==> src/rtl/coin_pkg.sv <==
// coin_pkg: shared definitions for the coin collision detector.
//   COORD_W       screen coordinate width (10 bits covers 0..1023)
//   coll_state_t  detector FSM states
//   COIN_MAX_BCD  saturation value of the two-digit BCD coin counter
package coin_pkg;

  localparam int COORD_W = 10;

  typedef enum logic [1:0] {
    IDLE,
    HIT,
    HOLD,
    COOL
  } coll_state_t;

  localparam logic [7:0] COIN_MAX_BCD = 8'h99;

endpackage

==> src/rtl/box_overlap.sv <==
// box_overlap: combinational intersection test of two axis-aligned boxes.
// Box A has its top-left corner at (a_x, a_y) and size A_W x A_H. Box B has
// its top-left corner at (b_x, b_y) and size B_W x B_H.
// Ports:
//   a_x, a_y  box A top-left corner
//   b_x, b_y  box B top-left corner
//   hit       1 when the boxes share at least one pixel. Boxes that only
//             touch edges do not count as a hit.
module box_overlap
  import coin_pkg::*;
#(
  parameter int A_W = 16,
  parameter int A_H = 16,
  parameter int B_W = 16,
  parameter int B_H = 16
) (
  input  logic [COORD_W-1:0] a_x,
  input  logic [COORD_W-1:0] a_y,
  input  logic [COORD_W-1:0] b_x,
  input  logic [COORD_W-1:0] b_y,
  output logic               hit
);

  // The far edges are computed one bit wider than the coordinates. A box
  // near the right or bottom of the screen therefore cannot wrap around
  // to a small value.
  logic [COORD_W:0] a_x_end;
  logic [COORD_W:0] a_y_end;
  logic [COORD_W:0] b_x_end;
  logic [COORD_W:0] b_y_end;
  logic             x_hit;
  logic             y_hit;

  assign a_x_end = {1'b0, a_x} + (COORD_W+1)'(A_W);
  assign a_y_end = {1'b0, a_y} + (COORD_W+1)'(A_H);
  assign b_x_end = {1'b0, b_x} + (COORD_W+1)'(B_W);
  assign b_y_end = {1'b0, b_y} + (COORD_W+1)'(B_H);

  // The comparisons are strict, so boxes that only share an edge give 0.
  assign x_hit = ({1'b0, a_x} < b_x_end) && ({1'b0, b_x} < a_x_end);
  assign y_hit = ({1'b0, a_y} < b_y_end) && ({1'b0, b_y} < a_y_end);
  assign hit   = x_hit && y_hit;

endmodule

==> src/rtl/coin_collision.sv <==
// coin_collision: checks once per video frame whether Mario touches the
// active coin. It emits a single-cycle reach_coin pulse for each distinct
// contact; the downstream coin_display uses that pulse to hide and respawn
// the coin.
// Ports:
//   clk, rst        clock; synchronous active-high reset
//   frame_tick      one-cycle pulse at frame start. Positions are sampled
//                   only on this pulse.
//   mario_x/y       Mario top-left corner
//   coin_x/y        coin top-left corner
//   coin_valid      coin is shown and can be collected
//   reach_coin      one-cycle hit pulse, two cycles after the frame_tick edge
//   overlap         registered overlap result of the last sampled frame
//   coin_count      two BCD digits of coins collected. Build with
//                   COIN_COUNT_EN defined to get the counter; otherwise this
//                   output is 8'h00.
module coin_collision
  import coin_pkg::*;
#(
  parameter int MARIO_W     = 16,
  parameter int MARIO_H     = 16,
  parameter int COIN_W      = 16,
  parameter int COIN_H      = 16,
  parameter int COOL_FRAMES = 8
) (
  input  logic               clk,
  input  logic               rst,
  input  logic               frame_tick,
  input  logic [COORD_W-1:0] mario_x,
  input  logic [COORD_W-1:0] mario_y,
  input  logic [COORD_W-1:0] coin_x,
  input  logic [COORD_W-1:0] coin_y,
  input  logic               coin_valid,
  output logic               reach_coin,
  output logic               overlap,
  output logic [7:0]         coin_count
);

  localparam int CNT_W = (COOL_FRAMES < 2) ? 1 : $clog2(COOL_FRAMES + 1);
  localparam logic [CNT_W-1:0] COOL_LOAD = CNT_W'(COOL_FRAMES);

  logic [COORD_W-1:0] mario_x_p0;
  logic [COORD_W-1:0] mario_y_p0;
  logic [COORD_W-1:0] coin_x_p0;
  logic [COORD_W-1:0] coin_y_p0;
  logic               coin_valid_p0;
  logic               vld_p0;
  logic               vld_p1;
  logic               box_hit;
  logic               eval;
  coll_state_t        state;
  logic [CNT_W-1:0]   cool_cnt;

  // Stage p0: latch the frame snapshot on frame_tick. Sprite moves made
  // during the frame therefore cannot cause a false hit.
  always_ff @(posedge clk) begin
    if (rst) begin
      vld_p0        <= 1'b0;
      mario_x_p0    <= '0;
      mario_y_p0    <= '0;
      coin_x_p0     <= '0;
      coin_y_p0     <= '0;
      coin_valid_p0 <= 1'b0;
    end else begin
      vld_p0 <= frame_tick;
      if (frame_tick) begin
        mario_x_p0    <= mario_x;
        mario_y_p0    <= mario_y;
        coin_x_p0     <= coin_x;
        coin_y_p0     <= coin_y;
        coin_valid_p0 <= coin_valid;
      end
    end
  end

  box_overlap #(
    .A_W (MARIO_W),
    .A_H (MARIO_H),
    .B_W (COIN_W),
    .B_H (COIN_H)
  ) u_box_overlap (
    .a_x (mario_x_p0),
    .a_y (mario_y_p0),
    .b_x (coin_x_p0),
    .b_y (coin_y_p0),
    .hit (box_hit)
  );

  // Stage p1: register the overlap result of the sampled frame.
  always_ff @(posedge clk) begin
    if (rst) begin
      vld_p1  <= 1'b0;
      overlap <= 1'b0;
    end else begin
      vld_p1 <= vld_p0;
      if (vld_p0) begin
        overlap <= box_hit && coin_valid_p0;
      end
    end
  end

  // The FSM evaluates once per frame, when the fresh overlap result is
  // available.
  assign eval = vld_p1;

  // Stage p2: contact FSM. reach_coin is registered so that it is high
  // exactly while state == HIT.
  always_ff @(posedge clk) begin
    if (rst) begin
      state      <= IDLE;
      cool_cnt   <= '0;
      reach_coin <= 1'b0;
    end else begin
      reach_coin <= 1'b0;
      case (state)
        IDLE: begin
          if (eval && overlap) begin
            state      <= HIT;
            reach_coin <= 1'b1;
          end
        end
        HIT: begin
          state <= HOLD;
        end
        HOLD: begin
          // A coin that has gone invalid also ends the contact, because
          // overlap already includes coin_valid.
          if (eval && !overlap) begin
            if (COOL_FRAMES == 0) begin
              state <= IDLE;
            end else begin
              state    <= COOL;
              cool_cnt <= COOL_LOAD;
            end
          end
        end
        COOL: begin
          // The detector is blind here: overlap is ignored until the
          // cool-down expires.
          if (eval) begin
            cool_cnt <= cool_cnt - CNT_W'(1);
            if (cool_cnt == CNT_W'(1)) begin
              state <= IDLE;
            end
          end
        end
        default: begin
          state <= IDLE;
        end
      endcase
    end
  end

`ifdef COIN_COUNT_EN
  logic [7:0] count_q;

  // Two-digit BCD increment that stops at 99.
  function automatic logic [7:0] bcd_inc_sat(input logic [7:0] v);
    logic [7:0] r;
    if (v == COIN_MAX_BCD) begin
      r = v;
    end else if (v[3:0] == 4'd9) begin
      r = {v[7:4] + 4'd1, 4'd0};
    end else begin
      r = {v[7:4], v[3:0] + 4'd1};
    end
    return r;
  endfunction

  always_ff @(posedge clk) begin
    if (rst) begin
      count_q <= 8'h00;
    end else if (state == HIT) begin
      count_q <= bcd_inc_sat(count_q);
    end
  end

  assign coin_count = count_q;
`else
  assign coin_count = 8'h00;
`endif

endmodule

==> config.mk <==
export PLATFORM = sky130hd
export DESIGN_NAME = coin_collision
export DESIGN_NICKNAME = d
export VERILOG_FILES = /design/src/rtl/coin_pkg.sv /design/src/rtl/box_overlap.sv /design/src/rtl/coin_collision.sv
export SDC_FILE = /design/constraint.sdc
export NUM_CORES = 1
export LEC_CHECK = 0
export CORE_UTILIZATION = 48
export DETAILED_ROUTE_END_ITERATION = 7
export PLACE_DENSITY_LB_ADDON = 0.05
export SLEW_MARGIN = 5
export SYNTH_ARGS = -nofsm -noshare
export SYNTH_HDL_FRONTEND = slang
export SYNTH_SLANG_ARGS = --single-unit
==> constraint.sdc <==
create_clock -name clk -period 1.8 [get_ports clk]
set_input_delay 0.36 -clock clk [delete_from_list [all_inputs] [get_ports clk]]
set_output_delay 0.36 -clock clk [all_outputs]
set_load 0.05 [all_outputs]
Yosys cells after proc, flatten, opt, wreduce, memory -nomap -nowiden

Index checks and enable logic that the tools add are counted.

Register bits: 51
Output and inout port bits: 10

Reduce and logical (&&, ||, !) cells: 12
$add $sub $neg: 5
Bitwise operators: 1
Mux-type cells: 9
Equal/unequal tests: 8
Order comparisons: 4

Operators by type and width:

| cell                  | number |
|---|---|
| $add 10x5->11 const B | 4 |
| $lt 10x11->1          | 4 |
| $mux 2                | 4 |
| $mux 4                | 2 |
| $ne 2x2->1 const B    | 4 |
| $pmux 2 s4            | 1 |
| $pmux 4 s2            | 1 |
| $logic_and 1x1->1     | 6 |
| $eq 2x2->1 const B    | 2 |
| $eq 4x1->1 const B    | 1 |
| $reduce_and 4->1      | 1 |
| $sub 4x1->4 const B   | 1 |
| $reduce_and 3->1      | 1 |
| $eq 2x1->1 const B    | 1 |
| $logic_not 2->1       | 1 |
| $reduce_bool 2->1     | 1 |
| $reduce_or 2->1       | 1 |
| $logic_not 1->1       | 1 |
| $mux 1                | 1 |
| $not 1->1             | 1 |

Logic depth before layout (Yosys ltp)

Gate-level depths: netlist of run 1.

Depth in word-level cells: 5
Mapped depth: 10
Mapped depth without buffers: 10

Cells and area by module

A second synthesis of run 1 with hierarchy kept.

Cells, all modules: 349
Area total of the unflattened synthesis: 3156.8 um2

By module, submodules not included:

| module         | times used | area each (um2) | seq. area each (um2) | cells each |
|---|---|---|---|---|
| coin_collision | 1          | 2009.4          | 1021.0               | 198 |
| box_overlap    | 1          | 1147.4          | 0.0                  | 151 |

Worst setup path before layout of run 1

No wires, ideal clock.

Kind: register to register
Start: register mario_y_p0[6]
End: register overlap
Required time: 1.716 ns
Arrival: 1.915 ns
Setup time: 0.084 ns
Buffers on the path: 0
Path slack: -0.199 ns
Period minus slack after synthesis: 1.999 ns
Stages on the path, launching flop included: 11
Cell sequence: dfxtp_1 > and3_1 > nand3_1 > xor2_1 > ha_1 > a21oi_1 > nand2_1 > a22oi_2 > and4_1 > o21ai_1 > o31ai_2

Cells in the longest elaborated chain, start to end: 5

RTL lines:

| element                | RTL line             | text |
|---|---|---|
| start, declared        | coin_collision.sv:43 | `logic [COORD_W-1:0] mario_y_p0;` |
| start signal, assigned | coin_collision.sv:68 | `mario_y_p0 <= mario_y;` |
| $add 10x5->11          | box_overlap.sv:35    | `assign a_y_end = {1'b0, a_y} + (COORD_W+1)'(A_H);` |
| $lt 10x11->1           | box_overlap.sv:41    | `assign y_hit = ({1'b0, a_y} < b_y_end) && ({1'b0, b_y} < a_y_end);` |
| $logic_and 1x1->1 (*)  | box_overlap.sv:41    |  |
| $logic_and 1x1->1 (*)  | box_overlap.sv:42    | `assign hit = x_hit && y_hit;` |
| $logic_and 1x1->1 (*)  | coin_collision.sv:97 | `overlap <= box_hit && coin_valid_p0;` |
| end signal, assigned   | coin_collision.sv:97 |  |
| end, declared          | coin_collision.sv:35 | `output logic overlap,` |

Mark *: on every way between the ends. The rest lies on a longest branch, timed or not.
A chain may end at the register's enable or synchronous reset.

Worst setup path in the final report of run 1

Start: register coin_x_p0[5]
End: register overlap

Cells in the longest elaborated chain, start to end: 5

RTL lines:

| element                | RTL line             | text |
|---|---|---|
| start, declared        | coin_collision.sv:44 | `logic [COORD_W-1:0] coin_x_p0;` |
| start signal, assigned | coin_collision.sv:69 | `coin_x_p0 <= coin_x;` |
| $add 10x5->11          | box_overlap.sv:36    | `assign b_x_end = {1'b0, b_x} + (COORD_W+1)'(B_W);` |
| $lt 10x11->1           | box_overlap.sv:40    | `assign x_hit = ({1'b0, a_x} < b_x_end) && ({1'b0, b_x} < a_x_end);` |
| $logic_and 1x1->1 (*)  | box_overlap.sv:40    |  |
| $logic_and 1x1->1 (*)  | box_overlap.sv:42    |  |
| $logic_and 1x1->1 (*)  | coin_collision.sv:97 |  |

Marked as above.

==> run_results.csv, run 1 <==
group,metric,value,unit
routing,ant_nets,0,
global_route,busiest_layer,"met2",
place,dp_cells,485,
sta,rsz0062_at_grt,"true",
flow_run,drv_cap,0,
routing,drt_pre_antenna_iters,4,
synthesis,syn_area,3108,um^2
sta,fin_worst_skew,0.003333,ns
floorplan,die_h,82.47,um
finish,layoutNonFillerInstCount,494,
pwr,p_leak,1.822,nW
global_route,grt.total_usage,21.08,%
pwr,vdd_drop_max,0.4869,mV
sta,holdWs,0.5037,ns
synthesis,synth_ff_type,"dfxtp_1",
synthesis,yosys-top-cells-area,"dfxtp_1 (33%), ha_1 (18%), mux2i_1 (14%)",
place,port_buffers,45,
critical_path,cp-end-kind,"flop",
pwr,cellPowerDensity,684.8,nW/um^2
clock_tree,cts_tree,"built",
critical_path,required,2.04,ns
critical_path,rr_worst_depth,9,
finish,multi_input_area,1992,um^2
min_path,hold_end,"eval",
global_route,grt_max_degree,51,
clock_tree,cts_max_level,2,
synthesis,ys_ff_latch,51,
critical_path,timing.rr.end,"overlap",
routing,drt-initial-drc-count,93,
critical_path,r2r_slack,-0.23,ns
sta,hold_viol,0,
global_route,antenna_found_initial,0,
floorplan,core,6096,um^2
min_path,hold_start,"vld_p0",
synthesis,synth_async_sr_flop_share,0,%
clock_tree,cts_buffer_depth,2,
min_path,whs_path_depth,1,
synthesis,synth_top_area_share,32.85,%
global_route,gr-usage-met1,27.14,%
sta,slew_violations,0,
global_route,first_global_vias,2430,
finish,syn_to_final_growth,29.75,%
sta,min_period,2.026,ns
sta,timing.fmax,0.4936,GHz
global_route,grt-ovfl-total,0,
critical_path,timing.rr.start,"coin_x_p0[5]",
place,gp_congestion,0.8256,
global_route,grt_use_met2,35.37,%
routing,vias_per_cell,5.097,
clock_tree,clk_pin_slew,0.10,ns
critical_path,cp.arrival,2.27,ns
synthesis,synth_top_area_cell,"dfxtp_1",
routing,drt-wirelength-per-cell,13.17,um
finish,diodes,0,
synthesis,synth_edf_count,0,
outcome,status,"finished with violations",
finish,fin_util,66.15,%
clock_tree,numCtsBuffers,5,
routing,drc,0,
floorplan,die_area,6800,um^2
synthesis,synth_seq_area_share,32.85,%
floorplan,io_pins,54,
clock_tree,cts_num_sinks,51,
routing,vias,2518,
floorplan,initial_core_util,50.99,%
global_route,grt_pass1_wl,10.81,mm
global_route,grt_use_met3,4.615,%
finish,post_route_cells_drive_above_1_share,16.71,%
floorplan,dieWidth,82.47,um
finish,register_area,1037,um^2
synthesis,yosysWarningCount,0,
finish,fill_cells,536,
sta,finalCritPeriodShare,112.5,%
routing,drt_wl_total,6.507,mm
synthesis,synth_cells,345,
critical_path,critPathKind,"reg2reg",
critical_path,start_kind,"flop",
finish,nets,506,
outcome,violations,"setup timing",
floorplan,placementRows,28,
synthesis,avgSynthCellArea,9.009,um^2
synthesis,yosys.cell_types.count,36,
place,dp_hpwl,4.900,mm
critical_path,cp_max_fo,2,
clock_tree,clk_latency,0.31,ns
min_path,min_path_type,"reg2reg",
clock_tree,ctsRootBufferMaster,"clkbuf_8",
sta,fin_ws,-0.2259,ns
sta,finalSetupViolations,1,
==> timing repair <==
item	4_1_cts	5_1_grt
setup buffers	1	0
hold buffers	0	0
gates resized for setup	7	6
endpoints found under the setup margin	1	2
pin swaps	14	8
==> how the worst max path moves through the flow <==
stage / start / end / slack, ns / cells past startpoint
6_report: coin_x_p0[5] / overlap / -0.23 / 9
4_1_cts: mario_y_p0[8] / overlap / -0.20 / 10
3_3_place_gp: coin_x_p0[5] / overlap / -0.13 / 9
5_1_grt: coin_x_p0[5] / overlap / -0.32 / 9
2_1_floorplan: mario_y_p0[6] / overlap / -0.05 / 10
3_5_place_dp: coin_x_p0[5] / overlap / -0.19 / 9
==> sequential cells by signal, summed over array words and instances, names as in the netlist <==
name,cells
coin_x_p0,10
mario_y_p0,10
cool_cnt,4
reach_coin,1
coin_valid_p0,1
mario_x_p0,10
eval,1
coin_y_p0,10
overlap,1
vld_p0,1
state,2
==> through the flow <==
| step | total power, W | instance area [um^2] | worst slack [ns] | setup TNS (ns) |
|---|---|---|---|---|
| after floorplan | 0.001711 | 3172 | -0.05235 | -0.05235 |
| after global placement | 0.001930 | 3865 | -0.1343 | -0.1343 |
| after detailed placement | 0.001949 | 3865 | -0.1920 | -0.1920 |
| after CTS | 0.002766 | 4004 | -0.1964 | -0.1964 |
| after global routing | 0.002920 | 4033 | -0.3236 | -0.3236 |
| final | 0.002761 | 4033 | -0.2259 | -0.2259 |
==> metal layers <==
metal  routed length, um  vias up
met3                 218        9
met1                3207     1149
li1                    -     1318
met2                3002       42
met4                  78        0
met5                   0        -
==> cell usage in the layout (no fill, tap or decap), types with 7 or more instances in the layout <==
master,count
nor2_1,53
nand4_1,7
dfxtp_1,40
inv_1,23
nand3_1,16
mux2i_1,42
nand2_1,7
xor2_1,13
nor3_1,7
buf_4,33
ha_1,42
conb_1,8
a211oi_1,7
dfxtp_2,10
a21oi_1,8
clkdlybuf4s50_1,42
==> cell families after synthesis <==
| kind of cell | synth area share, % |
|---|---|
| buffers and inverters | 6.200 |
| AOI/OAI and AO/OA | 6.884 |
| and+or+nand+nor | 17.63 |
| DFF | 32.85 |
| adders and majority gates | 17.71 |
| other | 0.1207 |
| muxes | 13.53 |
| xor gates and xnor gates | 5.072 |
==> power by group <==
part | switching [W] | internal, W
sequential | 0.0000556 | 0.00120
combinational | 0.000337 | 0.000352
clock | 0.000402 | 0.000415
total | 0.000794 | 0.00197
==> cells in the mapped netlist (2+ instances only) <==
library cell and n:
nor2_1 53, dfxtp_1 51, ha_1 44, mux2i_1 42
inv_1 23, nand3_1 19, xor2_1 13, a21oi_1 10
buf_4 8, a211oi_1 7, clkbuf_1 7, nand2_1 7
nand4_1 7, nor3_1 7, and3_1 5, nand2b_1 5
o21ai_1 5, xnor2_1 5, buf_2 4, nor2b_1 4
o21ai_0 3, a21o_1 2
==> layout make-up <==
| type | instances | share of cell area (%) |
|---|---|---|
| clock buffer | 6 | 1.800 |
| clock inverter | 2 | 0.9308 |
| inverter | 23 | 2.141 |
| multi-input combinational | 259 | 49.39 |
| sequential | 51 | 25.72 |
| tap | 75 | 2.327 |
| timing repair buffer | 78 | 17.69 |
==> worst max-delay path, stage by stage (launching register included) <==
cell and delay (ns):
dfxtp_4 0.36, ha_4 0.15, nand3_2 0.08, xor2_1 0.20
ha_1 0.28, a21o_1 0.17, a21oi_2 0.19, o2111ai_2 0.13
and3_4 0.19, o31ai_4 0.20
Note: power is estimated with default switching activity, not from simulation.
==> run 2, diff against run 1 <==
- SETUP_SLACK_MARGIN: unset -> 0.02
==> results of run 2 <==
Same layout as run 1: the final DEF is identical, and so are final timing and power.
==> run 3, diff against run 2 <==
- PLACE_DENSITY_LB_ADDON: 0.05 -> 0.1
==> run 3 against run 2 <==
Against the previous run:
- the flow still finishes with violations (setup timing)
- worst setup slack better by 0.081 ns
- global-route usage down 0.87 points
- non-clock buffer count unchanged
- maximum frequency up 4.2%
- core utilization down 0.23 points
- register-to-register slack better by 0.08 ns
- power down 1.0%
- via count up 0.32%
- critical endpoint unchanged
- largest cell class unchanged
==> run_results.csv, run 3 (synthesis results as in run 1) <==
group,metric,value,unit
global_route,grt-ovfl-total,0,
sta,rsz0062_at_grt,"true",
critical_path,critical_path.startpoint,"mario_x_p0[4]",
routing,ant_nets,0,
critical_path,rr_worst_depth,10,
finish,syn_to_final_growth,29.31,%
routing,vias,2526,
clock_tree,cts_buffer_depth,2,
routing,drt_pre_antenna_iters,4,
outcome,violations,"setup timing",
pwr,power,0.002733,W
min_path,hold_start,"vld_p0",
critical_path,cp.buffers_inverters,0,
finish,nets,506,
clock_tree,clk_pin_slew,0.09,ns
critical_path,cp_cell_sequence,"ha_2, nand3_1, xor2_1, ha_1, a21oi_1, nor2b_1, o21ai_1, and4_1, o21ai_2, o31ai_2",
critical_path,critPathKind,"reg2reg",
clock_tree,cts_tree,"built",
global_route,antenna_found_initial,0,
routing,drt-initial-drc-count,73,
clock_tree,cts_max_level,2,
min_path,min_path_type,"reg2reg",
floorplan,dieWidth,82.47,um
critical_path,path_depth,10,
finish,fill_cells,534,
global_route,grt.total_usage,20.21,%
floorplan,initial_core_util,50.99,%
finish,multi_input_area,1977,um^2
place,pre_cts_ws,-0.1658,ns
critical_path,timing.rr.end,"overlap",
clock_tree,cts_num_sinks,51,
min_path,whs_path_depth,1,
routing,drt_wl_total,6.340,mm
routing,drc,0,
clock_tree,numCtsBuffers,5,
pwr,p_leak,1.817,nW
finish,register_area,1039,um^2
critical_path,required,2.03,ns
finish,diodes,0,
sta,finalSetupViolations,1,
critical_path,max_stage_delay,0.35,ns
sta,fin_worst_skew,0.003500,ns
finish,post_route_cells_drive_above_1_share,16.95,%
place,gp_congestion,0.8762,
global_route,grt_max_degree,51,
flow_run,drv_cap,0,
global_route,first_global_vias,2406,
outcome,status,"finished with violations",
critical_path,start_kind,"flop",
critical_path,critical_path.top_delay_family,"adder cells",
sta,slew_violations,0,
place,port_buffers,45,
critical_path,cp_max_fo,3,
critical_path,slowest_stage,"dfxtp_1",
place,dp_hpwl,4.764,mm
floorplan,die_area,6800,um^2
min_path,hold_end,"eval",
sta,fin_ws,-0.1447,ns
floorplan,io_pins,54,
floorplan,die_h,82.47,um
sta,finalCritPeriodShare,108.0,%
global_route,grt_pass1_wl,10.35,mm
floorplan,placementRows,28,
critical_path,cp.arrival,2.17,ns
pwr,vdd_drop_max,0.4266,mV
sta,min_period,1.945,ns
clock_tree,clk_latency,0.30,ns
critical_path,r2r_slack,-0.14,ns
critical_path,cp-end-kind,"flop",
routing,vias_per_cell,5.113,
floorplan,core,6096,um^2
pwr,cellPowerDensity,680.1,nW/um^2
finish,final_cell_mix,"nor2_1 (53), mux2i_1 (42), clkdlybuf4s50_1 (42), ha_1 (41), dfxtp_1 (39)",
sta,timing.fmax,0.5142,GHz
clock_tree,ctsRootBufferMaster,"clkbuf_8",
sta,hold_viol,0,
routing,drt-wirelength-per-cell,12.83,um
finish,layout_commonest_cell,"nor2_1",
critical_path,timing.rr.start,"mario_x_p0[4]",
## run 3: area by class of cell
type                       instances  area share (%)
timing repair buffer              78           17.75
inverter                          23           2.148
clock inverter                     2          0.9340
clock buffer                       6           1.806
sequential                        51           25.84
tap                               75           2.335
multi-input combinational        259           49.19
## run 3: stage by stage
step                area [um^2]  hold slack, ns  setup TNS [ns]  utilization (%)  std cells
floorplan                  3172          0.4487        -0.05235                -        352
global placement           3865          0.4704         -0.1032            63.40        485
detailed placement         3865          0.4774         -0.1658            63.40        485
CTS                        4015          0.4992         -0.1544            65.87        494
global route               4019          0.5118         -0.2602            65.93        494
finish                     4019          0.4943         -0.1447            65.93        494
## run 3: timing repair
item                                    CTS  global route
gates resized for setup                  12             1
endpoints found under the setup margin    1             3
setup buffers                             1             0
pin swaps                                 7             2
hold buffers                              0             0
## run 3: worst max path at each step
stage / end / slack [ns]
3_3_place_gp: overlap / -0.10
4_1_cts: overlap / -0.15
6_report: overlap / -0.14
5_1_grt: overlap / -0.26
3_5_place_dp: overlap / -0.17
2_1_floorplan: overlap / -0.05
## run 3: layer usage
| metal | track usage (%) | routed length (um) | vias to the layer above |
|---|---|---|---|
| met3 | 4.066 | 235 | 6 |
| met4 | 5.789 | 57 | 0 |
| met1 | 24.09 | 3011 | 1160 |
| li1 | - | - | 1318 |
| met5 | 0 | 0 | - |
| met2 | 36.36 | 3036 | 42 |
## run 3: where the power goes
group | leakage, nW | internal, W | switching (W) | total, W
clock | 0.0514 | 0.000415 | 0.000382 | 0.000797
sequential | 0.424 | 0.00120 | 0.0000523 | 0.00125
combinational | 1.34 | 0.000348 | 0.000335 | 0.000683
total | 1.82 | 0.00196 | 0.000770 | 0.00273
## run 3: worst reg2reg max path, cell delays in order, from the launching register on
cell     delay (ns)
dfxtp_1        0.35
ha_2           0.22
nand3_1        0.10
xor2_1         0.16
ha_1           0.29
a21oi_1        0.14
nor2b_1        0.06
o21ai_1        0.12
and4_1         0.21
o21ai_2        0.06
o31ai_2        0.16
